File: config.mk
export PLATFORM = sky130hd
export DESIGN_NAME = insn_fetch
export DESIGN_NICKNAME = d
export VERILOG_FILES = /design/src/rtl/jaa_fetch_pkg.sv /design/src/rtl/insn_fetch.sv
export SDC_FILE = /design/constraint.sdc
export NUM_CORES = 1
export LEC_CHECK = 0
export ABC_AREA = 1
export CORE_UTILIZATION = 57
export DETAILED_ROUTE_END_ITERATION = 8
export GPL_ROUTABILITY_DRIVEN = 0
export HOLD_SLACK_MARGIN = 0.02
export PLACE_DENSITY = 0.86
export SLEW_MARGIN = 30
export SYNTH_ARGS = -nofsm -noshare
export SYNTH_HDL_FRONTEND = slang
export SYNTH_SLANG_ARGS = --single-unit
File: constraint.sdc
create_clock -name clk -period 3.4 [get_ports clk]
set_input_delay 0.34 -clock clk [delete_from_list [all_inputs] [get_ports clk]]
set_output_delay 0.34 -clock clk [all_outputs]
set_load 0.05 [all_outputs]
File: src/rtl/jaa_fetch_pkg.sv
// Shared definitions for the instruction fetch stage: opcode constants,
// FSM state encoding and the opcode-to-length decode.
package jaa_fetch_pkg;

  localparam logic [7:0] OP_PUSH8  = 8'h00;
  localparam logic [7:0] OP_PUSH32 = 8'h01;
  localparam int unsigned MAX_LEN  = 5;

  typedef enum logic [2:0] {
    IDLE      = 3'd0,
    FETCH_OP  = 3'd1,
    FETCH_ARG = 3'd2,
    EMIT      = 3'd3,
    DONE      = 3'd4
  } fetch_state_e;

  // Total instruction length in bytes, opcode included.
  function automatic logic [2:0] insn_len(input logic [7:0] opcode);
    logic [2:0] len;
    case (opcode)
      OP_PUSH8:  len = 3'd2;
      OP_PUSH32: len = 3'd5;
      default:   len = 3'd1;
    endcase
    return len;
  endfunction

endpackage

File: src/rtl/insn_fetch.sv
// Byte-serial instruction fetch: walks the program ROM from a fetch pointer,
// assembles opcode plus big-endian operand and hands it to the decoder.
module insn_fetch
  import jaa_fetch_pkg::*;
#(
  parameter int ADDR_W = 16
) (
  input  logic              clk,
  input  logic              rst_n,
  input  logic              start,
  output logic [ADDR_W-1:0] rom_addr,
  input  logic [7:0]        rom_data,
  input  logic [ADDR_W-1:0] rom_size,
  output logic              out_valid,
  input  logic              out_ready,
  output logic [7:0]        out_opcode,
  output logic [31:0]       out_operand,
  output logic [2:0]        out_len,
  output logic [ADDR_W-1:0] out_pc,
  output logic              out_trunc,
  input  logic              redirect_valid,
  input  logic [ADDR_W-1:0] redirect_pc,
  output logic              busy,
  output logic              done
);

  localparam logic [ADDR_W-1:0] FPTR_STEP = {{(ADDR_W-1){1'b0}}, 1'b1};

  fetch_state_e      state_q, state_d;
  logic [ADDR_W-1:0] fptr_q, fptr_d;
  logic [ADDR_W-1:0] pc_q, pc_d;
  logic [7:0]        opcode_q, opcode_d;
  logic [31:0]       operand_q, operand_d;
  logic [2:0]        len_q, len_d;
  logic [2:0]        remaining_q, remaining_d;
  logic              trunc_q, trunc_d;

  logic              out_valid_q, out_valid_d;
  logic [7:0]        out_opcode_q, out_opcode_d;
  logic [31:0]       out_operand_q, out_operand_d;
  logic [2:0]        out_len_q, out_len_d;
  logic [ADDR_W-1:0] out_pc_q, out_pc_d;
  logic              out_trunc_q, out_trunc_d;
  logic              busy_q, busy_d;
  logic              done_q, done_d;

  logic              past_end_s;
  logic [2:0]        len_s;
  logic [31:0]       shifted_s;

  assign past_end_s = (fptr_q >= rom_size);
  assign len_s      = insn_len(rom_data);
  assign shifted_s  = {operand_q[23:0], rom_data};

  // Next-state, datapath and output-register computation.
  always_comb begin
    state_d       = state_q;
    fptr_d        = fptr_q;
    pc_d          = pc_q;
    opcode_d      = opcode_q;
    operand_d     = operand_q;
    len_d         = len_q;
    remaining_d   = remaining_q;
    trunc_d       = trunc_q;
    out_opcode_d  = out_opcode_q;
    out_operand_d = out_operand_q;
    out_len_d     = out_len_q;
    out_pc_d      = out_pc_q;
    out_trunc_d   = out_trunc_q;

    // A redirect overrides everything; a coincident handshake simply completes.
    if ((state_q != IDLE) && redirect_valid) begin
      fptr_d      = redirect_pc;
      operand_d   = 32'h0000_0000;
      trunc_d     = 1'b0;
      remaining_d = 3'd0;
      if (redirect_pc >= rom_size) begin
        state_d = DONE;
      end else begin
        state_d = FETCH_OP;
      end
    end else begin
      case (state_q)
        IDLE: begin
          if (start) begin
            fptr_d    = '0;
            pc_d      = '0;
            operand_d = 32'h0000_0000;
            trunc_d   = 1'b0;
            if (rom_size == '0) begin
              state_d = DONE;
            end else begin
              state_d = FETCH_OP;
            end
          end else begin
            state_d = IDLE;
          end
        end

        FETCH_OP: begin
          opcode_d = rom_data;
          pc_d     = fptr_q;
          len_d    = len_s;
          fptr_d   = fptr_q + FPTR_STEP;
          if (len_s == 3'd1) begin
            state_d       = EMIT;
            out_opcode_d  = rom_data;
            out_operand_d = 32'h0000_0000;
            out_len_d     = 3'd1;
            out_pc_d      = fptr_q;
            out_trunc_d   = trunc_q;
          end else begin
            state_d     = FETCH_ARG;
            remaining_d = len_s - 3'd1;
          end
        end

        FETCH_ARG: begin
          // Bytes beyond the program are still shifted in but flag the instruction.
          operand_d   = shifted_s;
          fptr_d      = fptr_q + FPTR_STEP;
          remaining_d = remaining_q - 3'd1;
          trunc_d     = trunc_q | past_end_s;
          if (remaining_q == 3'd1) begin
            state_d       = EMIT;
            out_opcode_d  = opcode_q;
            out_operand_d = shifted_s;
            out_len_d     = len_q;
            out_pc_d      = pc_q;
            out_trunc_d   = trunc_q | past_end_s;
          end else begin
            state_d = FETCH_ARG;
          end
        end

        EMIT: begin
          if (out_ready) begin
            operand_d = 32'h0000_0000;
            trunc_d   = 1'b0;
            if (past_end_s) begin
              state_d = DONE;
            end else begin
              state_d = FETCH_OP;
            end
          end else begin
            state_d = EMIT;
          end
        end

        DONE: begin
          state_d = DONE;
        end

        default: begin
          state_d = IDLE;
        end
      endcase
    end

    out_valid_d = (state_d == EMIT);
    busy_d      = (state_d == FETCH_OP) || (state_d == FETCH_ARG) || (state_d == EMIT);
    done_d      = (state_d == DONE);
  end

  // State, datapath and registered outputs; reset aborts any instruction in flight.
  always_ff @(posedge clk or negedge rst_n) begin
    if (!rst_n) begin
      state_q       <= IDLE;
      fptr_q        <= '0;
      pc_q          <= '0;
      opcode_q      <= 8'h00;
      operand_q     <= 32'h0000_0000;
      len_q         <= 3'd0;
      remaining_q   <= 3'd0;
      trunc_q       <= 1'b0;
      out_valid_q   <= 1'b0;
      out_opcode_q  <= 8'h00;
      out_operand_q <= 32'h0000_0000;
      out_len_q     <= 3'd0;
      out_pc_q      <= '0;
      out_trunc_q   <= 1'b0;
      busy_q        <= 1'b0;
      done_q        <= 1'b0;
    end else begin
      state_q       <= state_d;
      fptr_q        <= fptr_d;
      pc_q          <= pc_d;
      opcode_q      <= opcode_d;
      operand_q     <= operand_d;
      len_q         <= len_d;
      remaining_q   <= remaining_d;
      trunc_q       <= trunc_d;
      out_valid_q   <= out_valid_d;
      out_opcode_q  <= out_opcode_d;
      out_operand_q <= out_operand_d;
      out_len_q     <= out_len_d;
      out_pc_q      <= out_pc_d;
      out_trunc_q   <= out_trunc_d;
      busy_q        <= busy_d;
      done_q        <= done_d;
    end
  end

  assign rom_addr    = fptr_q;
  assign out_valid   = out_valid_q;
  assign out_opcode  = out_opcode_q;
  assign out_operand = out_operand_q;
  assign out_len     = out_len_q;
  assign out_pc      = out_pc_q;
  assign out_trunc   = out_trunc_q;
  assign busy        = busy_q;
  assign done        = done_q;

endmodule

==> flow_summary.toml <==
[grt]
grt_pass1_vias = 5956
track_usage_pct = 29.7
grt_pass1_wl_mm = 29.0
grt_max_degree = 112
grt_overflow = 0
antenna_found_initial = 0

[timing]
fin_crit_ns = 2.37
final_max_slew_viol_count = 0
period_share_pct = 69.6
finClkSkew_ns = 0.00823
rsz0062_at_grt = "false"
relSlewSlack_pct = 43.2
max_freq_mhz = 422
worst_pin_slew_ns = 0.852
setup_violations = 0
fin_setup_tns_ns = 0
hold_viol = 0

[outcome]
violations = "DRC"
status = "complete, but fails checks"

[floorplanning]
ios = 124
start_util_pct = 59.4
die_x_um = 112
fp.coreArea_um2 = 11600
rows = 39
die_h_um = 112
die_area_um2 = 12500

[worst_setup_path]
required_ns = 3.72
r2r-start = "state_q[0]$_DFF_PN0_"
endpoint = "out_operand[19]$_DFFE_PN0P_"
cp-end-kind = "register"
worstRegToRegCells = 10
cp_cell_sequence = "inv_2 -> nor2_2 -> nand2_2 -> clkinv_2 -> o21ai_2 -> nand2_1 -> nand2_4 -> buf_12 -> nand2_1 -> o21ai_0"
startpoint_type = "register"
crit_start = "state_q[0]$_DFF_PN0_"
worst_path_most_repeated_cell = "nand2_1"
rr_endpoint = "out_operand[19]$_DFFE_PN0P_"
worstPathMaxFanout = 69
crit_family = "simple AND/OR/NAND/NOR gates"
slowest_stage = "nand2_4"
cpPeakStageDelay_ns = 0.53
regToRegSetupSlack_ns = 1.03
arrival_ns = 2.69
path_depth = 10
crit_buf_inv = 3
critPathKind = "register to register"

[worst_hold_path]
worstHoldPathType = "primary input to asynchronous set/reset pin"

[layout]
nets = 1014
fin_area_um2 = 8870
areaGrowthSynthToFinish_pct = 28.6
antenna_cells = 0
layout-drive-gt1-share_pct = 7.71

[synthesis]
netlist-cell-type-count = 41
netlist_area_um2 = 6900
ys_seq_area_share_pct = 49.7
async_flop_share_pct = 100
synth_ff_type = "dfrtp_1"
syn_avg_cell_area_um2 = 8.41
syn_nets = 900
ys_ff_latch = 137
synth_edf_count = 0
netlist_instances = 820
yosysWarnings = 0

[place]
dpl_cell_area_um2 = 8200
dp_hpwl_mm = 12.3
portBuffers = 123

[clocking]
cts_root_buf = "clkbuf_16"
clkTransAtPathRegs_ns = 0.06
postCtsSetupBuffers = 0
clockBufferDepth = 2
cts_hold_buf = 0
cts.sinks = 137
htree_levels = 4
cts_tree = "yes"
clk_latency_ns = 0.42
cts_resized = 0
numCtsBuffers = 17

[detailed_routing]
num_vias = 6264
wire_per_inst_um = 16.4
drc = 5
via_per_inst = 5.75
ant_nets = 0
totalWireLength_mm = 17.9
drtIter0Drc = 580
first_pass_iters = 9

[power_and_ir_drop]
powerDensity_nw_per_um2 = 914
peakVddDrop_mv = 0.719
leakage_nw = 4.11

[run]
cap_violations = 0
[where the power goes]
part           internal (mW)  switching, mW  total, mW
combinational           1.09           2.43       3.52
sequential              2.10          0.449       2.55
clock                   1.32          0.720       2.04
total                   4.51           3.60       8.11
[cell usage in the layout (no fill, tap or decap), types with 8 or more instances in the layout]
cell type	synthesis	routed
nand2_1	227	227
dfrtp_1	137	137
o21ai_0	122	122
clkdlybuf4s50_1	0	122
inv_1	85	85
nand3_1	53	53
ha_1	35	35
nor2_1	27	27
a21oi_1	20	20
clkbuf_16	0	17
nand4_1	9	9
o31ai_2	9	9
o22ai_1	8	8
[routing by layer]
layer	vias up	GRT usage, %	part of all wire [%]
met4	0	11.1	1.7
met2	302	48.2	49
met5	-	0	0
met3	32	6.53	7.6
li1	2936	-	-
met1	2994	39.2	42
[worst register-to-register path: stages, from the launching register on]
cell and delay [ns]:
dfrtp_1 0.42, inv_2 0.08, nor2_2 0.04, nand2_2 0.11, clkinv_2 0.25, o21ai_2 0.17
nand2_1 0.14, nand2_4 0.53, buf_12 0.30, nand2_1 0.10, o21ai_0 0.11
[flip-flops by register name (all words and copies together), names as in the netlist, 3 cells and up]
register and cells:
state_q 3, operand_q 24, out_opcode 8, opcode_q 8
rom_addr 16, out_pc 16, pc_q 16, len_q 3
out_operand 32, out_len 3, remaining_q 3
[area by class of cell]
type	instances	area [µm²]
flip-flops and latches	137	3430
well taps	143	179
fillers	781	2750
multi-input cells	557	2960
repair buffers	129	1290
clock buffers	18	439
inverters	92	349
clock inverters	14	220
[cells by family after synthesis]
kind of cell / share of synthesized area, %
compound gates: 15.1
xor+xnor: 0.508
flops: 49.7
simple gates: 20.8
fa+ha+maj: 6.35
buf+inv: 7.57
[synth_stat cells (2+ instances only)]
| cell type | n | share of area [%] |
|---|---|---|
| nand4_1 | 9 | 0.82 |
| a21oi_1 | 20 | 1.5 |
| dfrtp_1 | 137 | 50 |
| or2_2 | 2 | 0.18 |
| o21ai_1 | 4 | 0.29 |
| nand2_2 | 5 | 0.45 |
| o311ai_1 | 2 | 0.25 |
| o31ai_2 | 9 | 1.6 |
| xnor2_1 | 2 | 0.25 |
| inv_1 | 85 | 4.6 |
| ha_1 | 35 | 6.4 |
| nor2_1 | 27 | 1.5 |
| nor3_1 | 2 | 0.15 |
| buf_4 | 4 | 0.44 |
| nor4_1 | 3 | 0.27 |
| nor2_2 | 5 | 0.45 |
| buf_2 | 12 | 0.87 |
| o21bai_1 | 2 | 0.22 |
| o21ai_2 | 2 | 0.25 |
| o21a_1 | 2 | 0.22 |
| buf_6 | 2 | 0.33 |
| nand2_1 | 227 | 12 |
| inv_2 | 5 | 0.27 |
| o22ai_1 | 8 | 0.73 |
| nand3_1 | 53 | 3.8 |
| a21o_1 | 3 | 0.33 |
| clkbuf_1 | 16 | 0.87 |
| xor2_1 | 2 | 0.25 |
| o21ai_0 | 122 | 8.9 |
| o2111ai_1 | 2 | 0.25 |
[stage by stage]
step | power (mW) | std cells | worst slack, ns | hold WS (ns) | util (%)
after floorplan | 4.90 | 820 | 1.35 | 0.0444 | -
after global placement | 5.90 | 1058 | 0.881 | 0.459 | 70.6
after detailed placement | 6.01 | 1058 | 0.771 | 0.469 | 70.6
after CTS | 8.08 | 1090 | 1.03 | 0.0901 | 76.3
after global routing | 8.53 | 1090 | 0.848 | 0.0991 | 76.3
final | 8.11 | 1090 | 1.03 | 0.0227 | 76.3
[worst min-delay path by stage]
stage	from	to	slack (ns)
after floorplan	rst_n	busy$_DFF_PN0_	0.04
after global placement	opcode_q[5]$_DFFE_PN0P_	opcode_q[5]$_DFFE_PN0P_	0.46
after detailed placement	opcode_q[6]$_DFFE_PN0P_	opcode_q[6]$_DFFE_PN0P_	0.47
after CTS	rst_n	out_pc[7]$_DFFE_PN0P_	0.09
after global routing	rst_n	out_pc[8]$_DFFE_PN0P_	0.1
final	rst_n	out_pc[7]$_DFFE_PN0P_	0.02
No activity file was read; power rests on OpenSTA's default activity.
